==> src/rtl/ssd_scan_scheduler.sv <==
// Eight-digit seven-segment scan scheduler with a per-slot blanking cycle
// and a retriggerable display flash sequence.
module ssd_scan_scheduler #(
  parameter int SCAN_PERIOD   = 262144,
  parameter int FLASH_TICKS   = 64,
  parameter int FLASH_TOGGLES = 6
) (
  input  logic        clk,
  input  logic        rst,
  input  logic [31:0] digit_data,
  input  logic [7:0]  digit_en,
  input  logic [7:0]  dp_mask,
  input  logic [7:0]  blank_zero,
  input  logic        flash_req,
  output logic [7:0]  an,
  output logic [7:0]  cath,
  output logic        scan_tick,
  output logic        flash_busy
);
  // state  | meaning
  // S_IDLE | no flash, normal display
  // S_OFF  | flash dark phase, anodes forced off
  // S_ON   | flash lit phase, normal display
  typedef enum logic [1:0] {S_IDLE, S_OFF, S_ON} flash_state_t;

  localparam int PW  = $clog2(SCAN_PERIOD);
  localparam int TW  = (FLASH_TICKS > 1) ? $clog2(FLASH_TICKS) : 1;
  localparam int TGW = (FLASH_TOGGLES > 1) ? $clog2(FLASH_TOGGLES) : 1;

  flash_state_t   state;
  logic [PW-1:0]  presc;
  logic [2:0]     ptr;
  logic [TW-1:0]  tick_cnt;
  logic [TGW-1:0] tog_cnt;

  logic       tick_now;
  logic [2:0] ptr_nxt;
  logic [2:0] ptr_eff;
  logic       phase_end;
  logic       last_phase;
  logic       off_nxt;
  logic       found;
  logic [2:0] idx;
  logic [3:0] nib;
  logic [6:0] seg;

  assign tick_now   = (presc == PW'(SCAN_PERIOD - 1));
  assign phase_end  = (tick_cnt == TW'(FLASH_TICKS - 1));
  assign last_phase = (tog_cnt == TGW'(FLASH_TOGGLES - 1));

  // Circular search above ptr; falls back to holding ptr when nothing else is enabled.
  always_comb begin
    ptr_nxt = ptr;
    found   = 1'b0;
    idx     = ptr;
    for (int k = 1; k < 8; k++) begin
      idx = ptr + 3'(k);
      if (!found && digit_en[idx]) begin
        ptr_nxt = idx;
        found   = 1'b1;
      end
    end
  end

  // Outputs are computed against the pointer/state they will be shown with.
  assign ptr_eff = scan_tick ? ptr_nxt : ptr;

  always_comb begin
    if (flash_req)
      off_nxt = 1'b1;
    else if (scan_tick && phase_end)
      off_nxt = (state == S_ON) && !last_phase;
    else
      off_nxt = (state == S_OFF);
  end

  assign nib = digit_data[{ptr_eff, 2'b00} +: 4];

  always_comb begin
    case (nib)
      4'h0: seg = 7'b0000001;
      4'h1: seg = 7'b1001111;
      4'h2: seg = 7'b0010010;
      4'h3: seg = 7'b0000110;
      4'h4: seg = 7'b1001100;
      4'h5: seg = 7'b0100100;
      4'h6: seg = 7'b0100000;
      4'h7: seg = 7'b0001111;
      4'h8: seg = 7'b0000000;
      4'h9: seg = 7'b0000100;
      4'hA: seg = 7'b0001000;
      4'hB: seg = 7'b1100000;
      4'hC: seg = 7'b0110001;
      4'hD: seg = 7'b1000010;
      4'hE: seg = 7'b0110000;
      default: seg = 7'b0111000;
    endcase
    if (blank_zero[ptr_eff] && nib == 4'h0)
      seg = 7'h7F;
  end

  always_ff @(posedge clk) begin
    if (rst) begin
      presc      <= '0;
      ptr        <= '0;
      state      <= S_IDLE;
      tick_cnt   <= '0;
      tog_cnt    <= '0;
      an         <= 8'hFF;
      cath       <= 8'hFF;
      scan_tick  <= 1'b0;
      flash_busy <= 1'b0;
    end else begin
      presc     <= tick_now ? '0 : presc + 1'b1;
      scan_tick <= tick_now;
      if (scan_tick)
        ptr <= ptr_nxt;

      if (flash_req) begin
        state      <= S_OFF;
        tick_cnt   <= '0;
        tog_cnt    <= '0;
        flash_busy <= 1'b1;
      end else if (state != S_IDLE && scan_tick) begin
        if (phase_end) begin
          tick_cnt <= '0;
          if (last_phase) begin
            state      <= S_IDLE;
            tog_cnt    <= '0;
            flash_busy <= 1'b0;
          end else begin
            state   <= (state == S_OFF) ? S_ON : S_OFF;
            tog_cnt <= tog_cnt + 1'b1;
          end
        end else begin
          tick_cnt <= tick_cnt + 1'b1;
        end
      end

      if (tick_now || off_nxt || !digit_en[ptr_eff])
        an <= 8'hFF;
      else
        an <= ~(8'b1 << ptr_eff);
      cath <= {seg, ~dp_mask[ptr_eff]};
    end
  end

endmodule

==> config.mk <==
export PLATFORM = sky130hd
export DESIGN_NAME = ssd_scan_scheduler
export DESIGN_NICKNAME = d
export VERILOG_FILES = /design/src/rtl/ssd_scan_scheduler.sv
export SDC_FILE = /design/constraint.sdc
export NUM_CORES = 1
export LEC_CHECK = 0
export ABC_AREA = 1
export BUFFER_PORTS_ARGS = -buffer_cell sky130_fd_sc_hd__buf_2
export CAP_MARGIN = 10
export CORE_ASPECT_RATIO = 0.9
export CORE_MARGIN = 5
export CORE_UTILIZATION = 40
export CTS_CLUSTER_DIAMETER = 40
export DETAILED_ROUTE_END_ITERATION = 8
export HOLD_SLACK_MARGIN = 0.02
export SLEW_MARGIN = 10
export SYNTH_ARGS = -nofsm -noshare
export SYNTH_HDL_FRONTEND = slang
export SYNTH_SLANG_ARGS = --single-unit
==> constraint.sdc <==
create_clock -name clk -period 4.75 [get_ports clk]
set_input_delay 0 -clock clk [delete_from_list [all_inputs] [get_ports clk]]
set_output_delay 0 -clock clk [all_outputs]
set_load 0.02 [all_outputs]
==> flow_metrics.tcl, run 1 <==
set metrics [dict create \
    fin_nets 681 \
    h-tree-depth 2 \
    clock_path_buffers 2 \
    ir_drop_v 0.000125 \
    clk_pin_slew_worst_paths_ns 0.09 \
    yosysWarnings 0 \
    area_growth_pct 17.6 \
    hpwl_microns 7290 \
    layout_common_cells "177 x nand2_1, 76 x buf_2, 75 x nand3_1, 53 x inv_1, 49 x dfxtp_1" \
    skew_ns 0.00301 \
    max_cap_viol_count 0 \
    ys_ff_latch 50 \
    row_count 32 \
    grt_pass1_wl_microns 15200 \
    rsz0062_at_grt "no" \
    relSlewSlack_pct 57.7 \
    cts_tree "built" \
    r2r_slack_ns 0.56 \
    cp-start-kind "register" \
    dieArea_sq_um 10500 \
    cts_setup_buffers 0 \
    arrival_ns 4.38 \
    num_vias 3544 \
    synth_simple_gate_area_share_pct 49.0 \
    ios 77 \
    dr.first_iter.drc_count 112 \
    cp_max_fo 29 \
    die_x_microns 107 \
    finalSetupViolCount 0 \
    firstDrtPassIters 5 \
    tns_ns 0 \
    ant_nets 0 \
    power_density_nw_per_um2 214 \
    min_path_cells 4 \
    yosysUniqueCellTypes 45 \
    num_antenna_cells 0 \
    gp_congestion 0.996 \
    final_common_cell "nand2_1" \
    reg2reg_to "cath[3]" \
    hold_path_end "cath[0]" \
    synth_top_flop_cell "dfxtp_1" \
    synth_xor_area_share_pct 1.54 \
    synth_adder_area_share_pct 2.56 \
    antenna_found_initial 0 \
    cts_made_buffers 5 \
    routedWlPerCell_microns 12.2 \
    status "completed" \
    holdCritPathClass "in -> reg" \
    regToRegStartpoint "ptr[1]" \
    via_per_inst 4.82 \
    track_usage_pct 17.4 \
    synth_top_family_by_area "simple AND/OR/NAND/NOR gates" \
    muxShareOfSynthArea_pct 0 \
    clock.fmax_mhz 238 \
    finalCriticalPeriod_ns 4.19 \
    synthesis.area_per_instance_sq_um 6.34 \
    io_buffers 76 \
    hold_viol_final 0 \
    worstSetupEndpointType "register" \
    root_buffer "clkbuf_8" \
    grt_max_degree 30 \
    floorplan.initialDensity_pct 40.5 \
    grt_pass1_vias 3386 \
    drc_errors 0 \
    synthCells 539 \
    grt.overflow.total 0 \
    fp.coreArea_sq_um 8450 \
    finalCritPeriodShare_pct 88.3 \
    drt-total-wl_microns 9000 \
    cts_sinks 50 \
    syn_area_sq_um 3420 \
    async_flop_share_pct 0 \
    clk-insertion-delay-late_ns 0.30 \
    reg2regPathDepth 25 \
    critPathKind "reg -> reg" \
    die_h_microns 97.7 \
    hold_ws_ns 0.0843 \
    seq_area_frac_synth_pct 29.3 \
    fin_total_pwr_w 0.000861 \
    critPathRequiredTime_ns 4.94 \
    synth-compound-area-share_pct 8.35 \
    drv_slew 0 \
    synth_edf_count 0 \
    synthesis.nets 605 \
    p_leak_nw 1.83 \
    drive_above_1_share_pct 20.5 \
    worstMarginPinSlew_ns 0.634 \
    min_from "dp_mask[6]" \
]
==> state kept, by name, summed over array words and instances (netlist names) <==
signal      count
presc          18
tick_cnt        6
tog_cnt         3
state           2
an              8
flash_busy      1
cath            8
scan_tick       1
ptr             3
==> critical path: stages, from the launching register on <==
cell and delay [ns]:
dfxtp_1 0.52, inv_2 0.17, ha_1 0.39, inv_1 0.21
nand3_1 0.16, nand3_2 0.12, nand2_4 0.08, nor2_8 0.14
nand4_1 0.18, nand2_1 0.15, inv_2 0.05, nand2_4 0.07
nand2_2 0.06, nand2_4 0.12, nand2_2 0.30, inv_2 0.30
nand2_1 0.08, nand2_1 0.07, nand2_1 0.06, nand3_1 0.12
o21ai_2 0.08, ha_1 0.23, nand3_1 0.09, nor2_1 0.07
nor2_4 0.16, nand3_1 0.09
==> power breakdown <==
group / switching (W) / internal, W / leakage (nW) / total (W)
logic: 0.0000781 / 0.0000525 / 1.37 / 0.000131
clock network: 0.000142 / 0.000157 / 0.0514 / 0.000299
registers: 0.00000376 / 0.000428 / 0.408 / 0.000432
total: 0.000223 / 0.000638 / 1.83 / 0.000861
==> routing by layer <==
layer  GRT usage, %  vias to the layer above  share of wire [%]
met5              0                        -                  0
met4           4.76                        0                2.0
met3           2.39                       12                5.0
met2           29.1                      100                 47
met1           23.5                     1544                 47
li1               -                     1888                  -
==> synthesized netlist by cell type, types with 2 or more instances <==
master	number	area [sq um]
nor2_2	2	12.5
nand4_1	4	25.0
nand3_4	2	35.0
nand3b_1	2	15.0
o221ai_1	2	17.5
o21ai_2	2	17.5
o21ai_0	13	65.1
nand2_2	11	68.8
nand3_2	5	50.1
xor2_1	3	26.3
buf_2	5	25.0
ha_1	7	87.6
buf_4	3	22.5
a31oi_1	2	12.5
nand3_1	75	375
inv_2	6	22.5
a211oi_1	2	15.0
dfxtp_1	50	1000
nand2_1	177	664
nor3_1	10	50.1
xnor2_1	3	26.3
nand2_4	4	45.0
inv_1	53	199
buf_6	3	33.8
nor3b_1	11	82.6
o21ai_1	4	20.0
o211ai_1	2	15.0
nor2_1	47	176
a21oi_1	12	60.1
o22ai_1	2	12.5
==> how the worst max path moves through the flow <==
stage	depth (start not counted)	end	startpoint
floorplan	28	cath[1]	ptr[0]
global placement	25	cath[7]	ptr[0]
detailed placement	25	cath[7]	ptr[0]
CTS	24	cath[1]	ptr[0]
global route	25	cath[7]	ptr[1]
finish	25	cath[3]	ptr[1]
==> cells by family after synthesis <==
group                    after synthesis
adder cells (fa/ha/maj)                7
XOR/XNOR                               6
AO/OA/AOI/OAI                         47
flip-flops                            50
AND/OR/NAND/NOR                      357
buffers and inverters                 72
==> stage by stage <==
step,instance area [sq um],cells,setup slack [ns],util [%]
floorplan,3420,539,1.39,-
global placement,3880,724,0.739,45.9
detailed placement,3880,724,0.555,45.9
CTS,4020,735,0.531,47.6
global route,4020,735,0.109,47.6
finish,4020,735,0.555,47.6
==> what timing repair did <==
action | 4_1_cts | 5_1_grt
hold buffers | 3 | 0
endpoints found under the hold margin | 2 | 0
resized for setup | 0 | 1
endpoints found under the setup margin | 0 | 1
==> area by class of cell <==
type,count,area (sq um)
fill,867,4430
multi-input combinational,417,2100
sequential,50,1000
timing repair buffer,81,425
inverter,60,230
tap,119,149
clock buffer,6,72.6
clock inverter,2,37.5
Note: power is estimated with default switching activity, not from simulation.
==> inputs of run 2 (changes only) <==
Settings changed: CORE_UTILIZATION 40 to 55, GPL_TIMING_DRIVEN from default to 0, PLACE_DENSITY from default to 0.81.
==> flow_metrics.tcl, run 2 (synthesis gave the netlist of run 1 again) <==
set metrics [dict create \
    status "completed" \
    tns_ns 0 \
    drt-total-wl_microns 8470 \
    hold_buffers 1 \
    track_usage_pct 22.1 \
    grt_pass1_vias 3329 \
    cp_slowest_cell "dfxtp_1" \
    hold_viol_final 0 \
    reg.largest.list "presc (18), an (8), cath (8)" \
    grt_busiest_layer "met2" \
    fin_total_pwr_w 0.000790 \
    h-tree-depth 2 \
    holdCritPathClass "in -> reg" \
    min_path_cells 2 \
    largest_reg_flops 18 \
    pwr-share-clk_pct 28.9 \
    p_sw_w 0.000211 \
    cts.repair.resized 0 \
    sw_frac_of_total_pct 26.7 \
    ios 77 \
    use_met1_pct 31.1 \
    clock_path_buffers 2 \
    relSlewSlack_pct 61.7 \
    die_h_microns 84.8 \
    max_cap_viol_count 0 \
    antenna_found_initial 0 \
    fp.coreArea_sq_um 6080 \
    regMostFlops "presc" \
    cpMostUsedCell "nand3_1" \
    num_antenna_cells 0 \
    fillCellCount 573 \
    firstDrtPassIters 5 \
    p_int_w 0.000579 \
    place_inst 686 \
    min_from "rst" \
    ir_drop_v 0.000180 \
    die_x_microns 93.1 \
    rsz0062_at_grt "no" \
    cts_tree "built" \
    critPathKind "reg -> reg" \
    regToRegStartpoint "ptr[1]" \
    reg2regPathDepth 27 \
    critPathLaunch "ptr[1]" \
    use_met3_pct 3.94 \
    cts_sinks 50 \
    clk_pin_slew_worst_paths_ns 0.08 \
    cts_setup_buffers 0 \
    final_cells 694 \
    worstMarginPinSlew_ns 0.570 \
    dr.first_iter.drc_count 168 \
    critical_path.top_delay_family "simple AND/OR/NAND/NOR gates" \
    crit_buf_inv 6 \
    finalCriticalPeriod_ns 4.05 \
    hpwl_microns 6810 \
    met2_usage_pct 35.7 \
    fin_nets 688 \
    root_buffer "clkbuf_8" \
    worstSetupEndpointType "register" \
    clock.fmax_mhz 247 \
    arrival_ns 4.22 \
    finalSetupViolCount 0 \
    layout_common_cells "177 x nand2_1, 80 x buf_2, 75 x nand3_1, 53 x inv_1, 50 x dfxtp_1" \
    drv_slew 0 \
    final_common_cell "nand2_1" \
    p_leak_nw 1.86 \
    io_buffers 75 \
    routedWlPerCell_microns 12.2 \
    cp-start-kind "register" \
    grt.overflow.total 0 \
    path_depth 27 \
    row_count 27 \
    floorplan.initialDensity_pct 56.2 \
    critPathRequiredTime_ns 4.92 \
    drive_above_1_share_pct 21.4 \
    ant_nets 0 \
    skew_ns 0.00261 \
    dieArea_sq_um 7890 \
    grt_max_degree 15 \
    area_growth_pct 16.2 \
    combPwrFrac_pct 16.4 \
    clk-insertion-delay-late_ns 0.29 \
    cts_made_buffers 5 \
    p_seq_share_pct 54.7 \
    gp_congestion 0.935 \
    finalCritPeriodShare_pct 85.2 \
    cp_max_fo 10 \
    power_density_nw_per_um2 199 \
    slowest_delay_ns 0.48 \
    grt_pass1_wl_microns 14600 \
    num_vias 3671 \
    via_per_inst 5.29 \
    drc_errors 0 \
]
run 2: through the flow:
stage	cell area, sq um	util [%]	setup WS [ns]	hold slack, ns
2_1_floorplan	3420	-	1.39	0.154
3_3_place_gp	3880	63.9	0.813	0.301
3_5_place_dp	3880	63.9	0.767	0.309
4_1_cts	3970	65.3	0.732	0.0831
5_1_grt	3970	65.3	0.208	0.0999
6_report	3970	65.3	0.704	0.113
run 2: power groups by stage:
stage	combinational (W)	clock [W]	sequential, W
2_1_floorplan	0.0000712	0	0.000450
3_5_place_dp	0.000128	0	0.000442
5_1_grt	0.000146	0.000254	0.000433
4_1_cts	0.000129	0.000234	0.000432
3_3_place_gp	0.000125	0	0.000441
6_report	0.000130	0.000228	0.000432
run 2: area by class of cell:
| class | count | area [sq um] | share of cell area [%] |
|---|---|---|---|
| inverter | 60 | 230 | 5.80 |
| clock inverter | 2 | 10.0 | 0.252 |
| buffer | 12 | 85.1 | 2.14 |
| sequential | 50 | 1000 | 25.2 |
| tap | 72 | 90.1 | 2.27 |
| timing repair buffer | 76 | 385 | 9.70 |
| multi-input combinational | 417 | 2100 | 52.9 |
| clock buffer | 5 | 68.8 | 1.73 |
run 2: worst paths after layout:
| kind | to | slack, ns |
|---|---|---|
| setup / recovery | cath[4] | 0.70 |
| hold / removal | ptr[1] | 0.11 |
| setup reg to reg | cath[4] | 0.70 |
| hold reg to reg | presc[0] | 0.45 |
run 2: routing by layer:
metal	vias up	part of all wire [%]	wire length [microns]
met4	0	1.1	91
met1	1631	46	3930
li1	1904	-	-
met5	-	0	0
met2	124	46	3870
met3	12	6.7	570
